`config.mk`:
```
export PLATFORM = sky130hd
export DESIGN_NAME = serial_tx
export DESIGN_NICKNAME = d
export VERILOG_FILES = /design/src/rtl/serial_tx.sv
export SDC_FILE = /design/constraint.sdc
export NUM_CORES = 1
export LEC_CHECK = 0
export CAP_MARGIN = 15
export CORE_MARGIN = 4
export CORE_UTILIZATION = 39
export DETAILED_ROUTE_END_ITERATION = 12
export PLACE_DENSITY_LB_ADDON = 0.2
export SYNTH_ARGS = -nofsm -noshare
export SYNTH_HDL_FRONTEND = slang
export SYNTH_SLANG_ARGS = --single-unit
export TNS_END_PERCENT = 100
```
`constraint.sdc`:
```
create_clock -name clk -period 3.7 [get_ports clk]
set_input_delay 0.74 -clock clk [delete_from_list [all_inputs] [get_ports clk]]
set_output_delay 0.74 -clock clk [all_outputs]
set_load 0.02 [all_outputs]
```
`src/rtl/serial_tx.sv`:
```
// 8N1 UART transmitter: a small byte FIFO feeds a start/data/stop shifter.
// The bit period is CLK_MUL system clocks, the same as the receive path.
module serial_tx #(
  parameter int CLK_FREQ      = 50_000_000,
  parameter int BAUD          = 9600,
  parameter int CLK_MUL       = CLK_FREQ / BAUD,
  parameter int CLK_MUL_WIDTH = $clog2(CLK_MUL),
  parameter int FIFO_DEPTH    = 4
) (
  input  logic       clk,
  input  logic       rst,
  input  logic [7:0] dat_t,
  input  logic       txe,
  input  logic       ovf_rst,
  output logic       tx,
  output logic       full,
  output logic       busy,
  output logic       ovf
);
  localparam int PW = $clog2(FIFO_DEPTH);
  localparam logic [CLK_MUL_WIDTH-1:0] BIT_LAST = CLK_MUL_WIDTH'(CLK_MUL - 1);
  localparam logic [PW:0] CNT_FULL = (PW+1)'(FIFO_DEPTH);

  typedef enum logic [1:0] {IDLE, START, DATA, STOP} state_t;

  state_t                   state;
  logic [7:0]               mem [FIFO_DEPTH];
  logic [PW-1:0]            wr_ptr, rd_ptr;
  logic [PW:0]              count, count_next;
  logic [CLK_MUL_WIDTH-1:0] baud_cnt;
  logic [2:0]               bit_idx;
  logic [7:0]               shift;
  logic                     bit_end, push, pop, to_idle, frame_gap;

  // A pop can only happen where the FSM is between frames: IDLE, or the last STOP cycle.
  assign bit_end   = (baud_cnt == BIT_LAST);
  assign frame_gap = (state == IDLE) | ((state == STOP) & bit_end);
  assign push      = txe & ~full;
  assign pop       = frame_gap & (count != '0);
  assign to_idle   = frame_gap & (count == '0);

  always_comb begin
    count_next = count;
    if (push & ~pop)      count_next = count + 1'b1;
    else if (pop & ~push) count_next = count - 1'b1;
  end

  always_ff @(posedge clk) begin
    if (push) mem[wr_ptr] <= dat_t;
  end

  // full is gated on its registered value, so a write while full is dropped even on a pop cycle.
  always_ff @(posedge clk or negedge rst) begin
    if (!rst) begin
      wr_ptr <= '0;
      rd_ptr <= '0;
      count  <= '0;
      full   <= 1'b0;
      ovf    <= 1'b0;
    end else begin
      if (push) wr_ptr <= wr_ptr + 1'b1;
      if (pop)  rd_ptr <= rd_ptr + 1'b1;
      count <= count_next;
      full  <= (count_next == CNT_FULL);
      if (txe & full)   ovf <= 1'b1;
      else if (ovf_rst) ovf <= 1'b0;
    end
  end

  always_ff @(posedge clk or negedge rst) begin
    if (!rst) begin
      state    <= IDLE;
      tx       <= 1'b1;
      baud_cnt <= '0;
      bit_idx  <= '0;
      shift    <= '0;
      busy     <= 1'b0;
    end else begin
      busy <= ~to_idle | (count_next != '0);
      if (state != IDLE) baud_cnt <= bit_end ? '0 : baud_cnt + 1'b1;
      case (state)
        IDLE: if (pop) begin
          shift    <= mem[rd_ptr];
          baud_cnt <= '0;
          state    <= START;
          tx       <= 1'b0;
        end
        START: if (bit_end) begin
          state   <= DATA;
          bit_idx <= '0;
          tx      <= shift[0];
        end
        DATA: if (bit_end) begin
          shift <= shift >> 1;
          if (bit_idx == 3'd7) begin
            state <= STOP;
            tx    <= 1'b1;
          end else begin
            bit_idx <= bit_idx + 3'd1;
            tx      <= shift[1];
          end
        end
        STOP: if (bit_end) begin
          // Chain straight into the next start bit when more bytes are queued.
          if (pop) begin
            shift <= mem[rd_ptr];
            state <= START;
            tx    <= 1'b0;
          end else begin
            state <= IDLE;
            tx    <= 1'b1;
          end
        end
        default: state <= IDLE;
      endcase
    end
  end
endmodule
```
==> impl_metrics.json, run 1 <==
{
  "drc": 0,
  "p_per_area_mw_per_mm2": 739,
  "dp.cells": 388,
  "pwr-share-seq_pct": 42.4,
  "cts_root_buf": "clkbuf_8",
  "yosys-top-cells-area": "edfxtp_1 (29%), dfrtp_1 (27%), ha_1 (5.6%)",
  "ys_warn_count": 0,
  "power.leakage_nw": 1.44,
  "max_slew_margin_pct": 43.6,
  "synth.distinct_cells": 47,
  "grt_pass1_vias": 2196,
  "holdCritPathClass": "primary input to async pin",
  "max_freq_mhz": 395,
  "worst_skew_pair.late_latency_ns": 0.35,
  "die_area_mm2": 0.0101,
  "status": "complete, no violations",
  "core_mm2": 0.00826,
  "finalSetupTns_ns": 0,
  "cp_slowest_stage_delay_ns": 0.65,
  "postRouteAntennaNets": 0,
  "finClkSkew_ns": 0.00734,
  "slew_violations": 0,
  "netlist.area_leader.share_pct": 28.7,
  "pin_count": 16,
  "synth_area_per_cell_um2": 12.0,
  "worstSetupPathType": "flop to flop",
  "p_clk_share_pct": 21.0,
  "placed_area_mm2": 0.00357,
  "synth_nets": 306,
  "p_sw_share_pct": 37.0,
  "setup_viol_count_final": 0,
  "portBuffers": 15,
  "r2r-start": "count[0]",
  "post-cts-setup-buffers": 0,
  "drt-total-wl_um": 6030,
  "fin_crit_ns": 2.53,
  "layout.nets": 321,
  "start_util_pct": 40.5,
  "clk_pin_slew_ns": 0.08,
  "antenna_found_initial": 0,
  "grt_usage_pct": 13.7,
  "grt_max_degree": 38,
  "post_cts_resized": 0,
  "dp_hpwl_um": 4210,
  "p_int_mw": 1.75,
  "n_antenna_cell": 0,
  "hold_violations": 0,
  "grt_overflow": 0,
  "fillers": 768,
  "rsz0062_at_grt": "false",
  "num_vias": 2117,
  "hold_buffers": 0,
  "required_ns": 3.94,
  "cap_violations": 0,
  "cp-start-kind": "flop",
  "finalInstanceArea_mm2": 0.00375,
  "drt_iter0_drc": 65,
  "via_per_inst": 5.24,
  "rows": 33,
  "p_sw_mw": 1.03,
  "pre_cts_slack_ns": 1.16,
  "p_total_mw": 2.77,
  "worst_slack_ns": 1.17,
  "max-vdd-ir-drop_mv": 0.406,
  "first_pass_iters": 4,
  "routedWlPerCell_um": 14.9,
  "cts_buffer_depth": 2,
  "synth-seq-area-share_pct": 56.5,
  "startpoint": "count[0]",
  "cts_tree": "done",
  "path_cells": "inv_1, ha_1, ha_1, nor2b_1, a41oi_4, a221oi_4, nor2b_1, a31o_2",
  "die_w_um": 101,
  "yosysMostFrequentCell": "nand2_1",
  "synth_enable_flop_cells": 32,
  "p_comb_share_pct": 36.6,
  "synth_area_leader_cell": "edfxtp_1",
  "drive_above_1_share_pct": 13.0,
  "ys_seq_elements": 69,
  "die-height_um": 101,
  "cts_inserted_buffers": 9,
  "dominantRegCellSynth": "dfrtp_1",
  "final_cells": 404,
  "slowest_stage": "a221oi_4",
  "crit_arrival_ns": 2.78,
  "period_share_pct": 68.5,
  "grt_pass1_wl_um": 10800,
  "netlist_area_mm2": 0.00334,
  "hold_slack_ns": 0.487,
  "tightest_slew_ns": 0.846,
  "path_max_fanout": 16,
  "synthTopCellsByCount": "nand2_1 (39), dfrtp_1 (36), edfxtp_1 (32)",
  "h-tree-depth": 3,
  "clkSinkCount": 69,
  "synthCells": 279,
  "final_util_pct": 45.5,
  "routabilityCongestion": 0.719,
  "synthArstFlopShare_pct": 53.6,
  "area_delta_synth_final_pct": 12.3,
  "endpoint_kind": "flop"
}
-- cell type report --
type | instances | area (um2) | area share [%]
Inverter | 12 | 45.0 | 1.20
Tap cell | 105 | 131 | 3.50
Timing Repair Buffer | 16 | 153 | 4.07
Clock buffer | 9 | 124 | 3.30
Sequential cell | 69 | 1890 | 50.3
Clock inverter | 7 | 62.6 | 1.67
Multi-Input combinational cell | 186 | 1350 | 36.0
-- cells by family after synthesis --
| logic type | share of synthesized area (%) |
|---|---|
| fa+ha+maj | 5.61 |
| flops | 56.5 |
| compound gates | 12.0 |
| mux | 6.14 |
| xor+xnor | 1.83 |
| buf+inv | 3.11 |
| simple gates | 14.8 |
-- worst max-delay path, delay by kind of cell (launching register included) --
| kind | cells | cell delay (ns) |
|---|---|---|
| compound gates | 3 | 1.14 |
| fa+ha+maj | 2 | 0.44 |
| buf+inv | 1 | 0.10 |
| flops | 1 | 0.40 |
| simple gates | 2 | 0.34 |
-- sequential cells by signal, indices dropped and copies added (netlist names) --
name and flops:
bit_idx 3, rd_ptr 2, count 3, full 1, state 2, baud_cnt 13, tx 1, wr_ptr 2
ovf 1, shift 8, busy 1, mem 32
-- cell usage in the layout, fill, tap and decap left out, types with 2 or more instances in the layout --
| cell | count |
|---|---|
| nand2_1 | 39 |
| dfrtp_1 | 36 |
| edfxtp_1 | 32 |
| o21ai_0 | 27 |
| nor2_1 | 19 |
| ha_1 | 15 |
| clkdlybuf4s50_1 | 14 |
| inv_1 | 12 |
| a31oi_1 | 12 |
| clkbuf_8 | 9 |
| mux4_2 | 8 |
| xnor2_1 | 7 |
| nor2b_1 | 6 |
| nand3_1 | 5 |
| and2_1 | 5 |
| nand4_1 | 4 |
| o31ai_1 | 4 |
| nand2b_1 | 4 |
| inv_6 | 4 |
| nor4_1 | 3 |
| a31o_2 | 2 |
| a22o_1 | 2 |
| a21oi_1 | 2 |
| nand4b_1 | 2 |
-- routing by layer --
metal / track usage, % / wire length, um / share of wire [%]
met5: 0 / 0 / 0
met4: 5.91 / 123 / 2.0
met3: 3.11 / 156 / 2.6
met2: 20.5 / 2690 / 45
met1: 19.2 / 3060 / 51
-- power groups by stage --
stage	clock (mW)	sequential, mW	combinational (mW)
floorplan	0	1.12	0.875
global placement	0	1.19	1.01
global route	0.642	1.21	1.16
detailed placement	0	1.20	1.02
CTS	0.599	1.18	1.03
finish	0.583	1.18	1.01
-- path summary, 6_finish.rpt --
| check | slack [ns] | cells after the start | to |
|---|---|---|---|
| worst max-delay path | 1.17 | 8 | shift[7] |
| worst min-delay path | 0.49 | 1 | baud_cnt[7] |
| worst max register to register | 1.17 | 8 | shift[7] |
| worst min register to register | 0.49 | 2 | tx |
| max in group asynchronous | 2.67 | 1 | shift[1] |
| min in group clk | 0.49 | 2 | tx |
Power figures use the tool's default switching activity.
==> run 2: changes to the inputs <==
Clock period 3.7 ns to 2.25 ns, I/O delays scaled along.
==> run 2 against run 1 <==
Net effect: worst hold slack got worse by 0.29 ns; final area rose by 2.9%; first-iteration DRC count rose by 11%.
==> impl_metrics.json, run 2 (synthesis gave the netlist of run 1 again) <==
{
  "routedWlPerCell_um": 14.2,
  "cts_inserted_buffers": 9,
  "drc": 0,
  "rsz0062_at_grt": "false",
  "mostFrequentLayoutCells": "nand2_1 (39), dfrtp_1 (36), edfxtp_1 (32), o21ai_0 (27), nor2_1 (19)",
  "period_share_pct": 93.2,
  "worst_skew_pair.late_latency_ns": 0.33,
  "worstSetupPathType": "flop to flop",
  "area_delta_synth_final_pct": 15.6,
  "layout.nets": 336,
  "power.leakage_nw": 1.51,
  "largest_reg_flops": 32,
  "pin_count": 16,
  "postRouteAntennaNets": 0,
  "core_mm2": 0.00826,
  "p_sw_share_pct": 35.7,
  "max-vdd-ir-drop_mv": 0.529,
  "max_slew_margin_pct": 44.9,
  "die_area_mm2": 0.0101,
  "clkSinkCount": 69,
  "endpoint_kind": "flop",
  "rows": 33,
  "clk_pin_slew_ns": 0.08,
  "grt_overflow": 0,
  "antenna_found_initial": 0,
  "drt-total-wl_um": 5970,
  "finalSetupTns_ns": 0,
  "p_clk_share_pct": 19.1,
  "h-tree-depth": 3,
  "status": "complete, no violations",
  "path_max_fanout": 4,
  "cap_violations": 0,
  "routabilityCongestion": 0.778,
  "p_int_mw": 3.00,
  "grt_pass1_wl_um": 10200,
  "final_common_cell": "nand2_1",
  "hold_buffers": 0,
  "first_pass_iters": 5,
  "fin_crit_ns": 2.10,
  "drive_above_1_share_pct": 17.2,
  "top_register": "mem",
  "p_comb_share_pct": 40.2,
  "reg_top3": "mem: 32 flops, baud_cnt: 13 flops, shift: 8 flops",
  "cts_root_buf": "clkbuf_8",
  "grt_usage_pct": 12.8,
  "worst_slack_ns": 0.153,
  "path_cells": "inv_1, ha_1, ha_1, nor2b_2, a41oi_4, a221oi_4, buf_4, nor2b_1, a31o_2",
  "die_w_um": 101,
  "max_freq_mhz": 477,
  "hold_violations": 0,
  "start_util_pct": 40.5,
  "cp_common_cell": "ha_1",
  "via_per_inst": 5.14,
  "cts_tree": "done",
  "cp-start-kind": "flop",
  "slowest_stage": "dfrtp_1",
  "cp_slowest_stage_delay_ns": 0.39,
  "num_vias": 2153,
  "grt_max_degree": 38,
  "cp_top_family": "compound AO/OA/AOI/OAI gates",
  "holdCritPathClass": "primary input to async pin",
  "cts_buffer_depth": 2,
  "pre_cts_slack_ns": 0.112,
  "final_util_pct": 46.8,
  "portBuffers": 15,
  "die-height_um": 101,
  "required_ns": 2.48,
  "slew_violations": 0,
  "pwr-share-seq_pct": 40.6,
  "n_antenna_cell": 0,
  "dp_hpwl_um": 4320,
  "path_buf_inv": 2,
  "setup_viol_count_final": 0,
  "p_per_area_mw_per_mm2": 1210,
  "finClkSkew_ns": 0.0111,
  "grt_pass1_vias": 2122,
  "tightest_slew_ns": 0.827,
  "drt_iter0_drc": 72,
  "p_sw_mw": 1.66,
  "crit_arrival_ns": 2.33
}
==> run 2: cell type report <==
cell class              instances  area (um2)
clock buffers                  10         128
clock inverters                 6        46.3
fillers                       758        4390
inverters                      12        45.0
multi-input cells             186        1360
flip-flops and latches         69        1890
well taps                     105         131
repair buffers                 31         269
==> run 2: worst reg2reg max path, stage by stage, from the launching register on <==
cell      delay (ns)
dfrtp_1         0.39
inv_1           0.07
ha_1            0.18
ha_1            0.20
nor2b_2         0.18
a41oi_4         0.19
a221oi_4        0.36
buf_4           0.17
nor2b_1         0.04
a31o_2          0.20
==> run 2: power groups by stage <==
stage,clock network [mW],logic [mW],registers [mW]
CTS,0.929,1.88,1.90
floorplan,0,1.44,1.85
global placement,0,1.85,1.92
global route,0.974,2.14,1.94
detailed placement,0,1.88,1.93
finish,0.894,1.88,1.90
==> run 2: through the flow <==
| step | total power, mW | hold slack, ns | cells | instance area (um2) |
|---|---|---|---|---|
| after global placement | 3.77 | 0.470 | 402 | 3670 |
| after global routing | 5.05 | 0.280 | 419 | 3860 |
| after CTS | 4.72 | 0.236 | 418 | 3850 |
| after detailed placement | 3.81 | 0.472 | 402 | 3670 |
| final | 4.67 | 0.193 | 419 | 3860 |
| after floorplan | 3.28 | 0.154 | 279 | 3340 |
==> run 2: path summary, 6_finish.rpt <==
path,from,endpoint,slack (ns),depth (start not counted)
max reg2reg,count[1],shift[7],0.15,9
min,rst,baud_cnt[7],0.19,1
min reg2reg,tx,tx,0.48,2
min in group clk,tx,tx,0.48,2
max in group asynchronous,rst,baud_cnt[2],1.51,1
max,count[1],shift[7],0.15,9
==> run 2: timing repair <==
item / in CTS / in global routing
gates resized for setup: 0 / 3
buffers inserted: 0 / 1
endpoints found under the setup margin: 0 / 6
endpoints found under the hold margin: 0 / 0
==> run 2: layer usage <==
| metal | global-route usage, % | up-vias | part of all wire (%) |
|---|---|---|---|
| met5 | 0 | - | 0 |
| li1 | - | 1074 | - |
| met2 | 19.8 | 28 | 48 |
| met1 | 17.7 | 1045 | 48 |
| met3 | 3.18 | 6 | 3.4 |
| met4 | 4.04 | 0 | 1.0 |
